===== config.mk =====
export PLATFORM = sky130hd
export DESIGN_NAME = seq_shift_unit
export DESIGN_NICKNAME = d
export VERILOG_FILES = /design/src/rtl/seq_shift_unit.sv
export SDC_FILE = /design/constraint.sdc
export NUM_CORES = 1
export LEC_CHECK = 0
export BUFFER_PORTS_ARGS = -buffer_cell sky130_fd_sc_hd__buf_2
export CORE_UTILIZATION = 30
export DETAILED_ROUTE_END_ITERATION = 10
export PLACE_DENSITY = 0.5
export REMOVE_ABC_BUFFERS = 1
export SYNTH_ARGS = -nofsm -noshare
export SYNTH_HDL_FRONTEND = slang
export SYNTH_SLANG_ARGS = --single-unit
export TNS_END_PERCENT = 30

===== constraint.sdc =====
create_clock -name clock -period 5.5 [get_ports clock]
set_input_delay 0.275 -clock clock [delete_from_list [all_inputs] [get_ports clock]]
set_output_delay 0.275 -clock clock [all_outputs]
set_load 0.05 [all_outputs]

===== src/rtl/seq_shift_unit.sv =====
`default_nettype none
// ============================================================================
// Module   : seq_shift_unit
// Purpose  : Iterative SHR/SHRA/SHL/ROR/ROL engine, STEP bits per cycle,
//            with a start/done handshake.
// Revision : 1.0 - initial release
// ============================================================================
module seq_shift_unit #(
    parameter int WIDTH = 32,
    parameter int STEP  = 1
) (
    input  logic             clock,
    input  logic             clear,
    input  logic             start,
    input  logic [2:0]       mode,
    input  logic [WIDTH-1:0] data_in,
    input  logic [WIDTH-1:0] amount,
    output logic             busy,
    output logic             done,
    output logic [WIDTH-1:0] result,
    output logic             zero,
    output logic             illegal
);

    localparam int AMT_W = $clog2(WIDTH);

    localparam logic [1:0] c_IDLE  = 2'd0;
    localparam logic [1:0] c_SHIFT = 2'd1;
    localparam logic [1:0] c_DONE  = 2'd2;

    localparam logic [AMT_W:0] c_STEP  = (AMT_W+1)'(STEP);
    localparam logic [AMT_W:0] c_WIDTH = (AMT_W+1)'(WIDTH);

    logic [1:0]       r_state;
    logic [1:0]       w_next_state;
    logic [WIDTH-1:0] r_work;
    logic [WIDTH-1:0] w_shifted;
    logic [2:0]       r_mode;
    logic [AMT_W-1:0] r_remaining;
    logic [AMT_W-1:0] w_new_amt;
    logic [AMT_W-1:0] w_step_amt;
    logic [AMT_W:0]   w_comp_amt;
    logic [WIDTH-1:0] r_result;
    logic             r_zero;
    logic             r_illegal;
    logic             w_accept;
    logic             w_mode_illegal;
    logic             w_immediate;
    logic             w_last;
    logic             w_unused_amount;

    // Only the low AMT_W bits of the bus count matter: the count is modulo WIDTH.
    assign w_new_amt       = amount[AMT_W-1:0];
    assign w_unused_amount = ^amount[WIDTH-1:AMT_W];

    assign w_accept       = start && ((r_state == c_IDLE) || (r_state == c_DONE));
    assign w_mode_illegal = (mode > 3'd4);
    assign w_immediate    = w_mode_illegal || (w_new_amt == '0);

    // When not the last step, STEP < remaining < WIDTH, so STEP fits in AMT_W bits.
    assign w_last     = ({1'b0, r_remaining} <= c_STEP);
    assign w_step_amt = w_last ? r_remaining : c_STEP[AMT_W-1:0];
    assign w_comp_amt = c_WIDTH - {1'b0, w_step_amt};

    always_comb begin
        w_shifted = r_work;
        case (r_mode)
            3'd0:    w_shifted = r_work >> w_step_amt;
            3'd1:    w_shifted = WIDTH'($signed(r_work) >>> w_step_amt);
            3'd2:    w_shifted = r_work << w_step_amt;
            3'd3:    w_shifted = (r_work >> w_step_amt) | (r_work << w_comp_amt);
            3'd4:    w_shifted = (r_work << w_step_amt) | (r_work >> w_comp_amt);
            default: w_shifted = r_work;
        endcase
    end

    always_ff @(posedge clock) begin
        if (clear) begin
            r_state <= c_IDLE;
        end else begin
            r_state <= w_next_state;
        end
    end

    always_comb begin
        w_next_state = c_IDLE;
        case (r_state)
            c_IDLE, c_DONE: begin
                if (w_accept) begin
                    w_next_state = w_immediate ? c_DONE : c_SHIFT;
                end
            end
            c_SHIFT: w_next_state = w_last ? c_DONE : c_SHIFT;
            default: w_next_state = c_IDLE;
        endcase
    end

    always_ff @(posedge clock) begin
        if (clear) begin
            r_work      <= '0;
            r_mode      <= '0;
            r_remaining <= '0;
            r_result    <= '0;
            r_zero      <= 1'b0;
            r_illegal   <= 1'b0;
        end else if (w_accept) begin
            r_work      <= data_in;
            r_mode      <= mode;
            r_remaining <= w_new_amt;
            if (w_immediate) begin
                r_result  <= data_in;
                r_zero    <= (data_in == '0);
                r_illegal <= w_mode_illegal;
            end else begin
                r_illegal <= 1'b0;
            end
        end else if (r_state == c_SHIFT) begin
            r_work      <= w_shifted;
            r_remaining <= r_remaining - w_step_amt;
            r_illegal   <= 1'b0;
            if (w_last) begin
                r_result <= w_shifted;
                r_zero   <= (w_shifted == '0);
            end
        end else begin
            r_illegal <= 1'b0;
        end
    end

    always_comb begin
        busy    = (r_state == c_SHIFT);
        done    = (r_state == c_DONE);
        result  = r_result;
        zero    = r_zero;
        illegal = r_illegal;
    end

endmodule
`default_nettype wire


; ---- Yosys cells after proc, flatten, opt, wreduce, memory -nomap -nowiden
; Cells that the tools add are included.
[word_totals]
regBits = 76
input_bits = 70
out_inout_bits = 36
elab_cells = 58
[op_classes]
n_addsub = 2
magnitude_cmp = 2
n_eq_ne = 7
shift = 5
mux = 18
bitwise = 4
n_reduce_logical = 13
[op_table]
columns = op, count
row1 = 32-bit 2-to-1 mux, 6
row2 = 32-bit one-hot mux with 5 select lines, 1
row3 = 32-bit logical NOT, 2
row4 = 32-bit bitwise OR, 2
row5 = 32-bit by 5-bit left shift with 32-bit output, 1
row6 = 32-bit by 6-bit left shift with 32-bit output, 1
row7 = 32-bit by 5-bit >> shifter with 32-bit output, 1
row8 = 32-bit by 6-bit >> shifter with 32-bit output, 1
row9 = 32-bit by 5-bit >>> shifter with 32-bit output, 1
row10 = 5-bit 2-to-1 mux, 3
row11 = 3-bit by 2-bit == test with 1-bit output (second input constant), 2
row12 = 2-bit 2-to-1 mux, 3
row13 = 6-bit by 5-bit subtractor with 6-bit output (first input constant), 1
row14 = 5-bit by 1-bit less-or-equal comparator with 1-bit output (second input constant), 1
row15 = 5-bit logical NOT, 1
row16 = 5-bit subtractor, 1
row17 = 1-bit 2-to-1 mux, 4
row18 = 2-bit one-hot mux with 2 select lines, 1
row19 = 2-bit nonzero test, 2
row20 = 3-bit by 1-bit == test with 1-bit output (second input constant), 1
row21 = 3-bit == test (second input constant), 1
row22 = 3-bit > comparator (second input constant), 1
row23 = 3-bit logical NOT, 1
row24 = 3-bit AND reduction, 1
row25 = 9 further kinds, 11

; ---- Depth between registers and ports, before layout
[depth]
word_depth = 10
mapped_depth = 11
depth_no_buf = 8

; ---- Worst setup path after synthesis
; No wires, ideal clock.
[synth_timing]
kind = reg2reg
startpoint = reg r_remaining[4]
endpoint = reg r_zero, in the netlist zero
setup_ns = 0.096
arrival_ns = 2.564
t_required_ns = 5.404
path_slack_ns = 2.840
path_stages_with_launch = 9
path_buffers = 2
synth_period_minus_slack_ns = 2.660
path_cell_list = dfxtp_1 -> or4_1 -> buf_2 -> o21a_1 -> buf_6 -> or3_1 -> a2111o_1 -> o41a_1 -> o41ai_2
[synth_via]
elab_chain_len = 10
word_cells_on_any_way = 17
classes_between = add/sub (1) / order compare (1) / shift (5) / mux (5) / bitwise (2) / reduce/logical (3)
[synth_lines]
columns = element, line_no
row1 = start: declaration, 39  ; logic [AMT_W-1:0] r_remaining;
row2 = start signal: assignment, 109  ; r_remaining <= w_new_amt;
row3 = start signal: assignment, 119  ; r_remaining <= r_remaining - w_step_amt;
row4 = 5-bit by 1-bit less-or-equal comparator with 1-bit output, 61  ; assign w_last = ({1'b0, r_remaining} <= c_STEP);
row5 = 5-bit 2-to-1 mux, 62  ; assign w_step_amt = w_last ? r_remaining : c_STEP[AMT_W-1:0];
row6 = 6-bit by 5-bit subtractor with 6-bit output, 63  ; assign w_comp_amt = c_WIDTH - {1'b0, w_step_amt};
row7 = 32-bit by 6-bit >> shifter with 32-bit output / 32-bit by 6-bit left shift with 32-bit output (equally long branches), "72, 71"
row8 = "32-bit bitwise OR, on equally long branches", "72, 71"
row9 = 32-bit one-hot mux with 5 select lines, 67  ; case (r_mode)
row10 = 32-bit logical NOT, 123  ; r_zero <= (w_shifted == '0);
row11 = 1-bit 2-to-1 mux, 121  ; if (w_last) begin
row12 = 1-bit 2-to-1 mux, 117  ; end else if (r_state == c_SHIFT) begin
row13 = 1-bit 2-to-1 mux, 106  ; end else if (w_accept) begin
row14 = end signal: assignment, 112  ; r_zero <= (data_in == '0);
row15 = end signal: assignment, 123
row16 = end: declaration, 44  ; logic r_zero;
; Several ways; a longest one is shown, not always the timed one. The select of a mux whose other input is x is not followed.
; A chain may end at the register's enable or synchronous reset.

; ---- Final worst setup path
; Same ends and word-level chain as after synthesis.

==> flow_summary.json <==
{
  "cp_slowest_cell": "or4_1",
  "ant_nets": 0,
  "fillers": 1502,
  "grt_max_degree": 78,
  "drt_iter0_drc": 280,
  "first_pass_iters": 7,
  "setup_tns_ns": 0,
  "route.detailed.drc": 0,
  "nNetsFinal": 689,
  "rsz0062_at_grt": "false",
  "hold_start": "mode[0]",
  "grt_overflow": 0,
  "min_period_ns": 3.16,
  "seq_area_mm2": 0.00152,
  "die_w_um": 121,
  "antennaDiodeCount": 0,
  "cp.arrival_ns": 3.41,
  "max_stage_delay_ns": 0.72,
  "syn_to_final_growth_pct": 16.7,
  "pin_count": 106,
  "use_met3": 0.0390,
  "final_max_slew_viol_count": 0,
  "cts.repair.resized": 0,
  "path_class": "flop to flop",
  "grt_pass1_wl_um": 21000,
  "placed_area_mm2": 0.00471,
  "p_per_area_mw_per_mm2": 389,
  "path_cells": "or4_1 -> o21a_1 -> buf_4 -> or3_1 -> a2111o_1 -> o41a_1 -> o41ai_2",
  "synth-simple-area-share": 0.209,
  "async_flop_share": 0,
  "yosys.area_share.adder": 0.00585,
  "layout_commonest_cell": "nor2_1",
  "cts_tree": "yes",
  "synth-seq-cells": 76,
  "syn_inst": 587,
  "die_y_um": 121,
  "netlist_area_mm2": 0.00428,
  "synth_compound_area_frac": 0.330,
  "ctsHoldBuffers": 0,
  "timing.rr.start": "r_remaining[4]",
  "grtUsageTotal": 0.182,
  "cts_inserted_buffers": 9,
  "cts_root_buf": "clkbuf_16",
  "num_rows": 43,
  "ys.flop_type": "dfxtp_1",
  "crit_required_ns": 5.75,
  "synthMuxAreaShare": 0.0143,
  "hold_path_depth": 3,
  "grt.met1_usage": 0.246,
  "path_clk_slew_ns": 0.06,
  "final_cell_mix": "106 x nor2_1, 78 x buf_2, 76 x dfxtp_1",
  "postCtsSetupRepairBufs": 0,
  "synth_top_area_cell": "dfxtp_1",
  "layout-drive-gt1-share": 0.166,
  "setup_violations": 0,
  "synth_top_family_by_area": "compound AO/OA/AOI/OAI gates",
  "post-route-util": 0.360,
  "portBuffers": 78,
  "ir_drop_v": 0.000150,
  "skew_ns": 0.00469,
  "dieArea_mm2": 0.0147,
  "wl_um": 12900,
  "antenna_found_initial": 0,
  "cts.sinks": 76,
  "synth_edf_count": 0,
  "viasPerCell": 5.51,
  "syn_avg_cell_area_um2": 7.29,
  "fin_crit_sh": 0.574,
  "worstMarginPinSlew_ns": 1.07,
  "grt_busiest_layer": "met2",
  "timing.rr.end": "zero",
  "cp-end-kind": "flop",
  "hold_viol_final": 0,
  "ff2ff_path_depth": 7,
  "synth_top_area_share": 0.356,
  "startpoint_type": "flop",
  "htree_levels": 3,
  "synth.distinct_cells": 51,
  "reg2reg_setup_slack_ns": 2.34,
  "clock_latency_ns": 0.34,
  "clockBufferDepth": 2,
  "crit_buf_inv": 1,
  "multi_input_area_mm2": 0.00243,
  "final_cell_area_mm2": 0.00499,
  "dp_hpwl_um": 8930,
  "design.core.area_mm2": 0.0139,
  "synth_xor_xnor_area_share": 0.00409,
  "globalRouteMet2Util": 0.282,
  "critPathTopFamily": "compound AO/OA/AOI/OAI gates",
  "start_util": 0.308,
  "fmax_mhz": 317,
  "status": "completed",
  "gp_congestion": 0.848,
  "yosysSeqAreaShare": 0.356,
  "maxCapViolations": 0,
  "min_to": "r_mode[0]",
  "wl_per_cell_um": 16.1,
  "yosysWarnings": 0,
  "leakagePower_nw": 1.91,
  "slew_headroom": 0.285,
  "vias": 4413,
  "cp_max_fo": 55,
  "ys_top_cells_by_area": "dfxtp_1 36%, a211oi_1 12%, nor2_1 9.3%",
  "hold_class": "input pin to flop",
  "grt_pass1_vias": 4092
}
## where the power goes
group	switching [mW]	internal, mW	total (mW)
Combinational	0.434	0.217	0.651
Clock	0.221	0.361	0.581
Sequential	0.0898	0.618	0.707
## metrics by stage
stage	hold slack [ns]	instances	total power, mW	worst slack (ns)
4_1_cts	0.168	801	1.95	2.37
5_1_grt	0.188	801	2.06	2.22
6_report	0.176	801	1.94	2.34
3_3_place_gp	0.480	786	1.36	2.44
2_1_floorplan	0.344	521	1.18	1.25
3_5_place_dp	0.482	786	1.37	2.39
## worst max path at each step
| stage | startpoint | end | slack [ns] | depth (start not counted) |
|---|---|---|---|---|
| after floorplan | amount[1] | zero | 1.25 | 7 |
| after global placement | r_remaining[1] | zero | 2.44 | 7 |
| after detailed placement | r_remaining[4] | zero | 2.39 | 7 |
| after CTS | r_remaining[4] | zero | 2.37 | 7 |
| after global routing | r_remaining[2] | zero | 2.22 | 8 |
| final | r_remaining[4] | zero | 2.34 | 7 |
## worst reg2reg max path, cell delays in order (launching register included)
cell and delay (ns):
dfxtp_1 0.33, or4_1 0.72, o21a_1 0.25, buf_4 0.28, or3_1 0.39, a2111o_1 0.43, o41a_1 0.33, o41ai_2 0.33
## layer usage
metal	wire length (µm)	vias to the layer above
met2	5940	114
met1	6090	2061
met5	0	-
li1	-	2219
met3	621	19
met4	269	0
## cells in the mapped netlist, types with 4 or more instances
master / count
nor2_1: 106
dfxtp_1: 76
a211oi_1: 68
a21oi_1: 62
clkbuf_1: 50
nor3_1: 39
o22ai_1: 38
inv_1: 22
nand2_1: 15
o21ai_0: 13
nor4_1: 12
buf_1: 9
buf_2: 5
mux2i_1: 5
nand2b_1: 5
o311ai_0: 4
o31ai_1: 4
or3_1: 4
## layout make-up
cell class	instances	area share
clock buffer	13	0.0501
clock inverter	2	0.00702
inverter	22	0.0165
multi-input combinational	423	0.488
sequential	76	0.305
tap	180	0.0451
timing repair buffer	85	0.0887
## registers in the layout (all words and copies together), names as in the netlist
signal and count:
r_work 32, r_state 2, zero 1, r_remaining 5, r_mode 3, result 32
illegal 1
## kinds of logic (layout without fill, tap and decap cells)
kind of cell,Yosys count,after routing
buf+inv,88,122
fa+ha+maj,2,2
mux,6,6
compound gates,215,215
xor+xnor,2,2
simple gates,198,198
flops,76,76
Power figures use the tool's default switching activity.
